$ cat config.mk
export PLATFORM = sky130hd
export DESIGN_NAME = lifo_frame_reverser
export DESIGN_NICKNAME = d
export VERILOG_FILES = /design/src/rtl/lifo_pkg.sv /design/src/rtl/lifo_frame_reverser.sv
export SDC_FILE = /design/constraint.sdc
export NUM_CORES = 1
export LEC_CHECK = 0
export BUFFER_PORTS_ARGS = -buffer_cell sky130_fd_sc_hd__buf_2
export CORE_MARGIN = 2
export CORE_UTILIZATION = 36
export CTS_CLUSTER_DIAMETER = 50
export DETAILED_ROUTE_END_ITERATION = 10
export PLACE_DENSITY = 0.82
export SYNTH_ARGS = -nofsm -noshare
export SYNTH_HDL_FRONTEND = slang
export SYNTH_SLANG_ARGS = --single-unit
$ cat constraint.sdc
create_clock -name clk -period 4.4 [get_ports clk]
set_input_delay 0.22 -clock clk [delete_from_list [all_inputs] [get_ports clk]]
set_output_delay 0.22 -clock clk [all_outputs]
set_load 0.01 [all_outputs]
$ cat src/rtl/lifo_pkg.sv
// Package shared by the LIFO, its frame-reversing controller and the bench.
// Holds the controller state encoding and the default word width / depth.
package lifo_pkg;

  // Controller phases: FILL pushes input words, DRAIN pops them to the output.
  typedef enum logic [0:0] {
    FILL  = 1'b0,
    DRAIN = 1'b1
  } state_e;

  localparam int LIFO_WIDTH = 16;
  localparam int LIFO_DEPTH = 4;

endpackage

$ cat src/rtl/lifo_frame_reverser.sv
// lifo_frame_reverser
//   Sequencer placed in front of a plain LIFO. Input words are pushed until
//   s_last arrives or the LIFO is full. The LIFO is then drained onto the
//   output stream, so every frame (or DEPTH-sized chunk) leaves reversed.
//
// Ports
//   clk            rising-edge clock
//   rst            synchronous active-low reset (shared with the LIFO)
//   s_valid/s_ready/s_data/s_last   input stream
//   m_valid/m_ready/m_data/m_last   output stream (m_data is lifo_data_out)
//   chunk_split    one-cycle pulse: drain started because the LIFO filled
//                  before s_last
//   lifo_push/lifo_pop/lifo_data_in to the LIFO
//   lifo_data_out/lifo_empty/lifo_full from the LIFO
//
// The internal occupancy count is authoritative; lifo_empty and lifo_full
// are only cross-checked by the embedded assertions.
module lifo_frame_reverser
  import lifo_pkg::*;
#(
  parameter int WIDTH = LIFO_WIDTH,
  parameter int DEPTH = LIFO_DEPTH,
  localparam int CNTW = $clog2(DEPTH + 1)
) (
  input  logic             clk,
  input  logic             rst,
  input  logic             s_valid,
  output logic             s_ready,
  input  logic [WIDTH-1:0] s_data,
  input  logic             s_last,
  output logic             m_valid,
  input  logic             m_ready,
  output logic [WIDTH-1:0] m_data,
  output logic             m_last,
  output logic             chunk_split,
  output logic             lifo_push,
  output logic             lifo_pop,
  output logic [WIDTH-1:0] lifo_data_in,
  input  logic [WIDTH-1:0] lifo_data_out,
  input  logic             lifo_empty,
  input  logic             lifo_full
);

  localparam logic [CNTW-1:0] CNT_ZERO  = {CNTW{1'b0}};
  localparam logic [CNTW-1:0] CNT_ONE   = CNTW'(1);
  localparam logic [CNTW-1:0] CNT_DEPTH = CNTW'(DEPTH);
  localparam logic [CNTW-1:0] CNT_LAST  = CNTW'(DEPTH - 1);

  state_e          state_r;
  state_e          state_nxt_s;
  logic [CNTW-1:0] count_r;
  logic [CNTW-1:0] count_nxt_s;
  logic            m_valid_r;
  logic            m_valid_nxt_s;
  logic            last_flag_r;
  logic            last_flag_nxt_s;
  logic            chunk_split_r;
  logic            chunk_split_nxt_s;
  logic            s_ready_s;
  logic            push_s;
  logic            pop_s;

  // Next-state, occupancy and handshake decode for the FILL/DRAIN sequencer.
  always_comb begin
    state_nxt_s       = state_r;
    count_nxt_s       = count_r;
    m_valid_nxt_s     = m_valid_r;
    last_flag_nxt_s   = last_flag_r;
    chunk_split_nxt_s = 1'b0;
    s_ready_s         = 1'b0;
    push_s            = 1'b0;
    pop_s             = 1'b0;
    case (state_r)
      FILL: begin
        // rst gating keeps s_ready low while reset is being sampled.
        s_ready_s = rst & (count_r < CNT_DEPTH);
        push_s    = s_valid & s_ready_s;
        if (push_s) begin
          count_nxt_s = count_r + CNT_ONE;
          // s_last wins over a simultaneous fill: the frame ends naturally.
          if (s_last) begin
            state_nxt_s     = DRAIN;
            last_flag_nxt_s = 1'b1;
          end else if (count_r == CNT_LAST) begin
            state_nxt_s       = DRAIN;
            last_flag_nxt_s   = 1'b0;
            chunk_split_nxt_s = 1'b1;
          end else begin
            state_nxt_s = FILL;
          end
        end else begin
          count_nxt_s = count_r;
        end
      end
      DRAIN: begin
        // Pop only when the output register is free or being consumed now;
        // the popped word appears on lifo_data_out one cycle later.
        pop_s = rst & (count_r != CNT_ZERO) & (~m_valid_r | m_ready);
        if (pop_s) begin
          count_nxt_s   = count_r - CNT_ONE;
          m_valid_nxt_s = 1'b1;
        end else if (m_valid_r && m_ready) begin
          m_valid_nxt_s = 1'b0;
          // Final word of the chunk has been accepted.
          if (count_r == CNT_ZERO) begin
            state_nxt_s     = FILL;
            last_flag_nxt_s = 1'b0;
          end else begin
            state_nxt_s = DRAIN;
          end
        end else begin
          m_valid_nxt_s = m_valid_r;
        end
      end
      default: begin
        state_nxt_s     = FILL;
        count_nxt_s     = CNT_ZERO;
        m_valid_nxt_s   = 1'b0;
        last_flag_nxt_s = 1'b0;
      end
    endcase
  end

  // State, occupancy and output-valid registers with synchronous reset.
  always_ff @(posedge clk) begin
    if (!rst) begin
      state_r       <= FILL;
      count_r       <= CNT_ZERO;
      m_valid_r     <= 1'b0;
      last_flag_r   <= 1'b0;
      chunk_split_r <= 1'b0;
    end else begin
      state_r       <= state_nxt_s;
      count_r       <= count_nxt_s;
      m_valid_r     <= m_valid_nxt_s;
      last_flag_r   <= last_flag_nxt_s;
      chunk_split_r <= chunk_split_nxt_s;
    end
  end

  assign s_ready      = s_ready_s;
  assign lifo_push    = push_s;
  assign lifo_pop     = pop_s;
  assign lifo_data_in = s_data;
  assign m_valid      = m_valid_r;
  assign m_data       = lifo_data_out;
  // Only the word presented after the final pop of a real frame is last.
  assign m_last       = last_flag_r & m_valid_r & (count_r == CNT_ZERO);
  assign chunk_split  = chunk_split_r;

  // Occupancy cross-checks against the LIFO's own flags.
  a_full_match : assert property (@(posedge clk) disable iff (!rst)
    lifo_full == (count_r == CNT_DEPTH));
  a_empty_match : assert property (@(posedge clk) disable iff (!rst)
    lifo_empty == (count_r == CNT_ZERO));
  a_no_push_full : assert property (@(posedge clk) disable iff (!rst)
    !(lifo_push && lifo_full));
  a_no_pop_empty : assert property (@(posedge clk) disable iff (!rst)
    !(lifo_pop && lifo_empty));
  a_no_push_pop : assert property (@(posedge clk) disable iff (!rst)
    !(lifo_push && lifo_pop));

endmodule

Yosys cells after proc, flatten, opt, wreduce, memory -nomap -nowiden
Cells that the tools add are included.

Add/sub/neg operators: 2. Magnitude comparators: 1. Equality and inequality tests: 7. Multiplexer cells: 22. Bitwise gates (word level): 11. Reductions and logical operators: 8.

Operator list (number): two-way mux 1 bit (17); AND 1 bit (6); two-way mux 3 bit (2); inequality test 2 x 1 -> 1 bit, second input constant (3); case mux 3 bit (2 select lines) (1); AND reduction 5 bit (1); inequality test 2 bit, second input constant (2); NOT 1 bit (4); case mux 1 bit (2 select lines) (2); AND reduction 2 bit (2); OR reduction 4 bit (1); adder 3 x 1 -> 3 bit, second input constant (1); == test 3 x 2 -> 1 bit, second input constant (1); logical NOT 3 bit (1); < comparator 3 bit, second input constant (1); inequality test 3 bit, second input constant (1); nonzero test 3 bit (1); subtractor 3 x 1 -> 3 bit, second input constant (1); nonzero test 2 bit (1); logical AND 1 bit (1); OR 1 bit (1).

Flip-flop bits (word level): 7. Input bits: 39. Output and inout bits: 38. Word-level logic and storage cells: 56.

Longest topological paths before layout
Gate-level depths: netlist (run 1).

Depth after elaboration: 5. Gate-level depth with buffers: 6.

Worst setup path after synthesis (run 1)
No wires, ideal clock.

Path type: register to register. Start point: reg state_r. End point: reg count_r[2]. Library setup time: 0.132 ns. Arrival time: 1.355 ns. Required time: 4.268 ns. Path slack: 2.913 ns. Cell stages (with the launch flop): 7. Buffers on the path: 1. Clock period less this slack: 1.487 ns. Cells stage by stage: dfxtp_1 -> buf_6 -> inv_1 -> fa_1 -> xor2_1 -> a32oi_1 -> o311ai_1.

Longest elaborated chain between the ends: 3. Elaborated cells on any way between the ends: 5. Those cells by class: 2 x eq/ne; 1 x mux; 1 x bitwise; 1 x reduce/logical.

Ends and longest elaborated chain: start, declared (line lifo_frame_reverser.sv:49) `state_e state_r;`; start signal, assigned (line lifo_frame_reverser.sv:133) `state_r <= state_nxt_s;`; NOT 1 bit; inequality test 2 bit (no line); AND reduction 2 bit (no line); end signal, assigned (line lifo_frame_reverser.sv:134) `count_r <= count_nxt_s;`; end, declared (line lifo_frame_reverser.sv:51) `logic [CNTW-1:0] count_r;`.

Several ways; a longest one is shown, not always the timed one. A chain may end at the register's enable or synchronous reset.

Worst setup path in the final report (run 1)
Same ends and word-level chain as after synthesis.

==> qor.yml, run 1 <==
final_util_pct: 30.4
maxCapViolCount: 0
dp_slack_ns: 2.68
p_leak_nw: 0.230
fin_hold_ws_ns: 0.155
start_util_pct: 39.4
crit_type: "reg2reg"
core_sq_um: 1760
clkTransAtPathRegs_ns: 0.05
powerDensity_nw_per_um2: 456
finClkSkew_ns: 0.000309
critPathLaunchType: "flip-flop"
finalSetupViolations: 0
synth_area_leaders: "buf_4 35%, dfxtp_1 20%, nand2b_1 3.6%"
layout.cells.non_filler: 84
switching_power_mw: 0.0885
hpwl_um: 893
finalCriticalPeriod_ns: 1.71
cts_tree: "yes"
drive_gt1_share_pct: 30.5
grt_use_total_pct: 11.3
wl_mm: 1.13
use_met3_pct: 6.04
yosysMostFrequentCell: "buf_4"
clock-sinks: 7
met2_usage_pct: 18.1
cts_made_buffers: 3
synth_fp_nets: 120
die_w_um: 47.9
hold_violations: 0
synth_top_area_cell: "buf_4"
finalNetCount: 100
fmax_mhz: 584
post_cts_resized: 0
placed_area_sq_um: 509
cp-end-kind: "flip-flop"
rsz0062_at_grt: "no"
synth_cell_types: 27
die_h_um: 47.9
top_usage_layer: "met2"
synth_ff_type: "dfxtp_1"
clock_power_share_pct: 23.3
relSlewSlack_pct: 78.1
setup_ws_ns: 2.69
grt_pass1_vias: 404
io_buffers: 10
critical_path_buf_inv_count: 1
cp_cell_sequence: "inv_1 -> fa_1 -> xor2_1 -> a32oi_1 -> o311ai_1"
crit_arrival_ns: 1.84
seq_power_share_pct: 43.1
tns_ns: 0
p_int_mw: 0.156
outcome: "completed"
dp.cells: 80
num_vias: 415
gr-total-overflow: 0
grt_antenna_before_repair: 0
synthCells: 80
grt_max_degree: 16
placementRows: 15
area_delta_synth_final_pct: -22.9
max_slew.worst_pin.slew_ns: 0.328
cts_buffer_depth: 2
antennaDiodeCount: 0
vias_per_cell: 4.94
grt_use_met1_pct: 10.2
ys_seq_area_share_pct: 20.2
critPathMaxFanout: 8
routedWlPerCell_um: 13.5
yosysWarnings: 0
boundaryPins: 77
detail_route.iter0.violations: 6
hp-class: "in2reg"
dieArea_sq_um: 2300
grt_pass1_wl_mm: 1.73
fin_area_sq_um: 536
htreeDepth: 1
post-cts-setup-buffer-count: 0
critical_path.slowest_cell: "dfxtp_1"
drc: 0
peakVddDrop_uv: 261
syn_avg_cell_area_sq_um: 8.68
final_antenna_net_count: 0
synth_top_cell_area_share_pct: 34.6
cts_hold_buf: 0
synth_edf_count: 0
report.final.slew_viol_count: 0
async_flop_share_pct: 0
cp_data_required_time_ns: 4.52
synth_commonest_cells: "32 x buf_4, 7 x dfxtp_1, 4 x inv_1, 4 x nand2_1, 4 x nand2b_1"
clk-insertion-delay-late_ns: 0.25
crit_family: "flip-flops"
place_congestion: 0.742
switching_share_pct: 36.3
finalPower_mw: 0.244
yosys_register_bits: 7
p_comb_share_pct: 33.5
period_share_pct: 38.9
firstDrtPassIters: 3
synth_area_sq_um: 694
ctsRootBufferMaster: "clkbuf_4"
cp_slowest_stage_delay_ns: 0.50
cell usage in the layout (no fill, tap or decap), drive strengths merged, types with 4 or more instances in the layout:
cell	netlist	routed
clkbuf	1	4
nand2	4	4
nand2b	4	4
dfxtp	7	7
inv	4	4
buf	34	10
kinds of logic (layout without fill, tap and decap cells):
kind of cell	Yosys count	count (layout)	share of synthesized area (%)
buffers and inverters	39	18	40.5
AND/OR/NAND/NOR	21	21	19.3
AO/OA/AOI/OAI	9	9	13.0
flip-flops	7	7	20.2
multiplexers	2	2	2.88
adder cells (fa/ha/maj)	1	1	2.88
XOR/XNOR	1	1	1.26
layout make-up:
cell class | instances | area (sq um)
multi-input cells | 34 | 273
well taps | 25 | 31.3
inverters | 4 | 15.0
repair buffers | 10 | 50.0
clock buffers | 4 | 26.3
fillers | 207 | 1230
flip-flops and latches | 7 | 140
power by group through the flow:
stage / sequential [mW] / combinational [mW] / clock [mW]
2_1_floorplan: 0.0920 / 0.112 / 0
3_3_place_gp: 0.104 / 0.0784 / 0
3_5_place_dp: 0.106 / 0.0834 / 0
4_1_cts: 0.105 / 0.0838 / 0.0598
5_1_grt: 0.109 / 0.0927 / 0.0635
6_report: 0.105 / 0.0818 / 0.0570
state kept, by name, indices dropped and copies added, names as in the netlist:
signal,count
state_r,1
last_flag_r,1
m_valid,1
count_r,3
chunk_split,1
worst reg2reg max path, cell delays in order, from the launching register on:
cell and delay (ns):
dfxtp_1 0.50, inv_1 0.14, fa_1 0.47, xor2_1 0.17
a32oi_1 0.20, o311ai_1 0.11
layer usage:
metal | wire length (um) | vias to the layer above | share of wire (%)
met3 | 119 | 10 | 10
met4 | 68 | 0 | 6.0
met2 | 568 | 25 | 50
met5 | 0 | - | 0
li1 | - | 194 | -
met1 | 379 | 186 | 33
worst paths after layout:
path               startpoint          end  slack [ns]  cells past startpoint
hold reg to reg   last_flag_r  last_flag_r        0.50                      1
setup / recovery      state_r   count_r[2]        2.69                      5
hold / removal         s_last  chunk_split        0.16                      2
setup reg to reg      state_r   count_r[2]        2.69                      5
Note: power is estimated with default switching activity, not from simulation.
==> run 2: changes to the inputs <==
--- a/config.mk
+++ b/config.mk
@@ -7,10 +7,10 @@
 export LEC_CHECK = 0
 export BUFFER_PORTS_ARGS = -buffer_cell sky130_fd_sc_hd__buf_2
 export CORE_MARGIN = 2
-export CORE_UTILIZATION = 36
+export CORE_UTILIZATION = 33
 export CTS_CLUSTER_DIAMETER = 50
 export DETAILED_ROUTE_END_ITERATION = 10
-export PLACE_DENSITY = 0.82
+export PLACE_DENSITY = 0.76
 export SYNTH_ARGS = -nofsm -noshare
 export SYNTH_HDL_FRONTEND = slang
 export SYNTH_SLANG_ARGS = --single-unit
==> constraint.sdc (replaced) <==
create_clock -name clk -period 1.7 [get_ports clk]
set_input_delay 0.085 -clock clk [delete_from_list [all_inputs] [get_ports clk]]
set_output_delay 0.085 -clock clk [all_outputs]
set_load 0.01 [all_outputs]
==> run 2 against run 1 <==
Compared with the run above: fmax rose by 13%; critical path depth did not move; global-route usage fell by 1.6 points; sequential share of layout area fell by 0.83 points; final cell count rose by 4.8%; final area rose by 3.3%; count of clock-buffer cells in the layout did not move; setup slack got worse by 2.5 ns; utilization fell by 2.5 points; total power rose to 2.7 times the previous value; clock power rose to 2.8 times the previous value; die area rose by 8.3%.
==> qor.yml, run 2 (synthesis gave the netlist of run 1 again) <==
firstDrtPassIters: 2
cts_tree: "yes"
highest_layer: "met4"
io_buffers: 10
critPathLaunchType: "flip-flop"
whs_path_depth: 2
largest_register: "count_r"
ctsRootBufferMaster: "clkbuf_4"
p_comb_share_pct: 37.8
crit_type: "reg2reg"
critical_path.slowest_cell: "dfxtp_1"
area_delta_synth_final_pct: -20.4
critical_path_buf_inv_count: 1
gr-total-overflow: 0
powerDensity_nw_per_um2: 1180
boundaryPins: 77
r2r_start: "count_r[1]"
crit_arrival_ns: 1.65
peakVddDrop_uv: 392
die_w_um: 49.9
cp_slowest_stage_delay_ns: 0.44
wl_mm: 1.12
hp-class: "in2reg"
outcome: "completed"
finalSetupViolations: 0
htreeDepth: 1
fillers: 220
final_util_pct: 27.9
min_to: "chunk_split"
cts_made_buffers: 3
final_antenna_net_count: 0
wl_met2_um: 497
switching_share_pct: 36.2
cts_buffer_depth: 2
drc: 0
switching_power_mw: 0.237
fin_area_sq_um: 553
final_common_cell: "buf_2"
core_sq_um: 1980
maxCapViolCount: 0
rsz0062_at_grt: "no"
num_vias: 417
clk-insertion-delay-late_ns: 0.26
clock_power_share_pct: 24.7
seq_power_share_pct: 37.6
finalNetCount: 102
critPathMaxFanout: 6
tns_ns: 0
m1WireLength_um: 393
most-common-layout-cells: "10 x buf_2, 7 x dfxtp_1, 4 x inv_1, 4 x nand2b_1, 4 x nand2_1"
placed_area_sq_um: 527
relSlewSlack_pct: 78.8
grt_use_total_pct: 9.79
report.final.slew_viol_count: 0
fin_hold_ws_ns: 0.0163
finalCriticalPeriod_ns: 1.51
largest_register_ffs: 3
multi_input_area_sq_um: 273
place_congestion: 0.751
post-cts-setup-buffer-count: 0
met3WireLength_um: 151
hold_violations: 0
seq_area_sq_um: 140
hpwl_um: 883
drive_gt1_share_pct: 32.8
grt_pass1_vias: 386
post_cts_resized: 0
max_slew.worst_pin.slew_ns: 0.318
fmax_mhz: 661
antennaDiodeCount: 0
cts_hold_buf: 0
cp-end-kind: "flip-flop"
r2r_slack_ns: 0.19
crit_family: "flip-flops"
die_h_um: 49.9
grt_antenna_before_repair: 0
clock-sinks: 7
start_util_pct: 35.0
p_int_mw: 0.417
cp_data_required_time_ns: 1.84
grt_max_degree: 16
detail_route.iter0.violations: 3
vias_per_cell: 4.74
p_leak_nw: 0.241
routedWlPerCell_um: 12.7
reg2reg_depth: 5
finClkSkew_ns: 0.00372
clkTransAtPathRegs_ns: 0.06
grt_pass1_wl_mm: 1.80
period_share_pct: 89.0
r2r-end: "count_r[2]"
hold_start: "s_last"
dieArea_sq_um: 2490
cp_cell_sequence: "inv_1 -> fa_1 -> xor2_1 -> a32oi_1 -> o311ai_1"
placementRows: 16
## run 2: changes by cell type in the layout (fill, tap and decap cells not counted)
cell,before,now
buf_4,0,2
## run 2: how the worst max path moves through the flow
| stage | from | to | slack, ns | cells after the start |
|---|---|---|---|---|
| after CTS | count_r[1] | count_r[2] | 0.18 | 5 |
| after global placement | count_r[1] | count_r[2] | 0.21 | 5 |
| after global routing | count_r[1] | count_r[2] | 0.1 | 5 |
| final | count_r[1] | count_r[2] | 0.19 | 5 |
| after detailed placement | count_r[1] | count_r[2] | 0.18 | 5 |
| after floorplan | state_r | count_r[2] | 0.21 | 6 |
## run 2: routing by layer
metal	vias to the layer above	track usage [%]
li1	196	-
met1	180	9.35
met2	22	13.8
met3	19	4.85
met4	0	12.0
met5	-	0
## run 2: through the flow
stage               power [mW]  cells  setup WS, ns
finish                   0.654     88         0.187
detailed placement       0.498     84         0.176
global placement         0.492     84         0.211
global route             0.707     88        0.0952
floorplan                0.528     80         0.213
CTS                      0.661     88         0.179
## run 2: power groups by stage
stage,sequential (mW),clock (mW),combinational (mW)
after floorplan,0.238,0,0.290
after global placement,0.248,0,0.244
after detailed placement,0.250,0,0.248
after CTS,0.246,0.164,0.250
after global routing,0.255,0.178,0.275
final,0.246,0.161,0.247
## run 2: layout make-up
class / count / share of cell area (%)
well taps: 27 / 6.11
inverters: 4 / 2.71
repair buffers: 12 / 11.8
flip-flops and latches: 7 / 25.3
multi-input cells: 34 / 49.3
clock buffers: 4 / 4.75
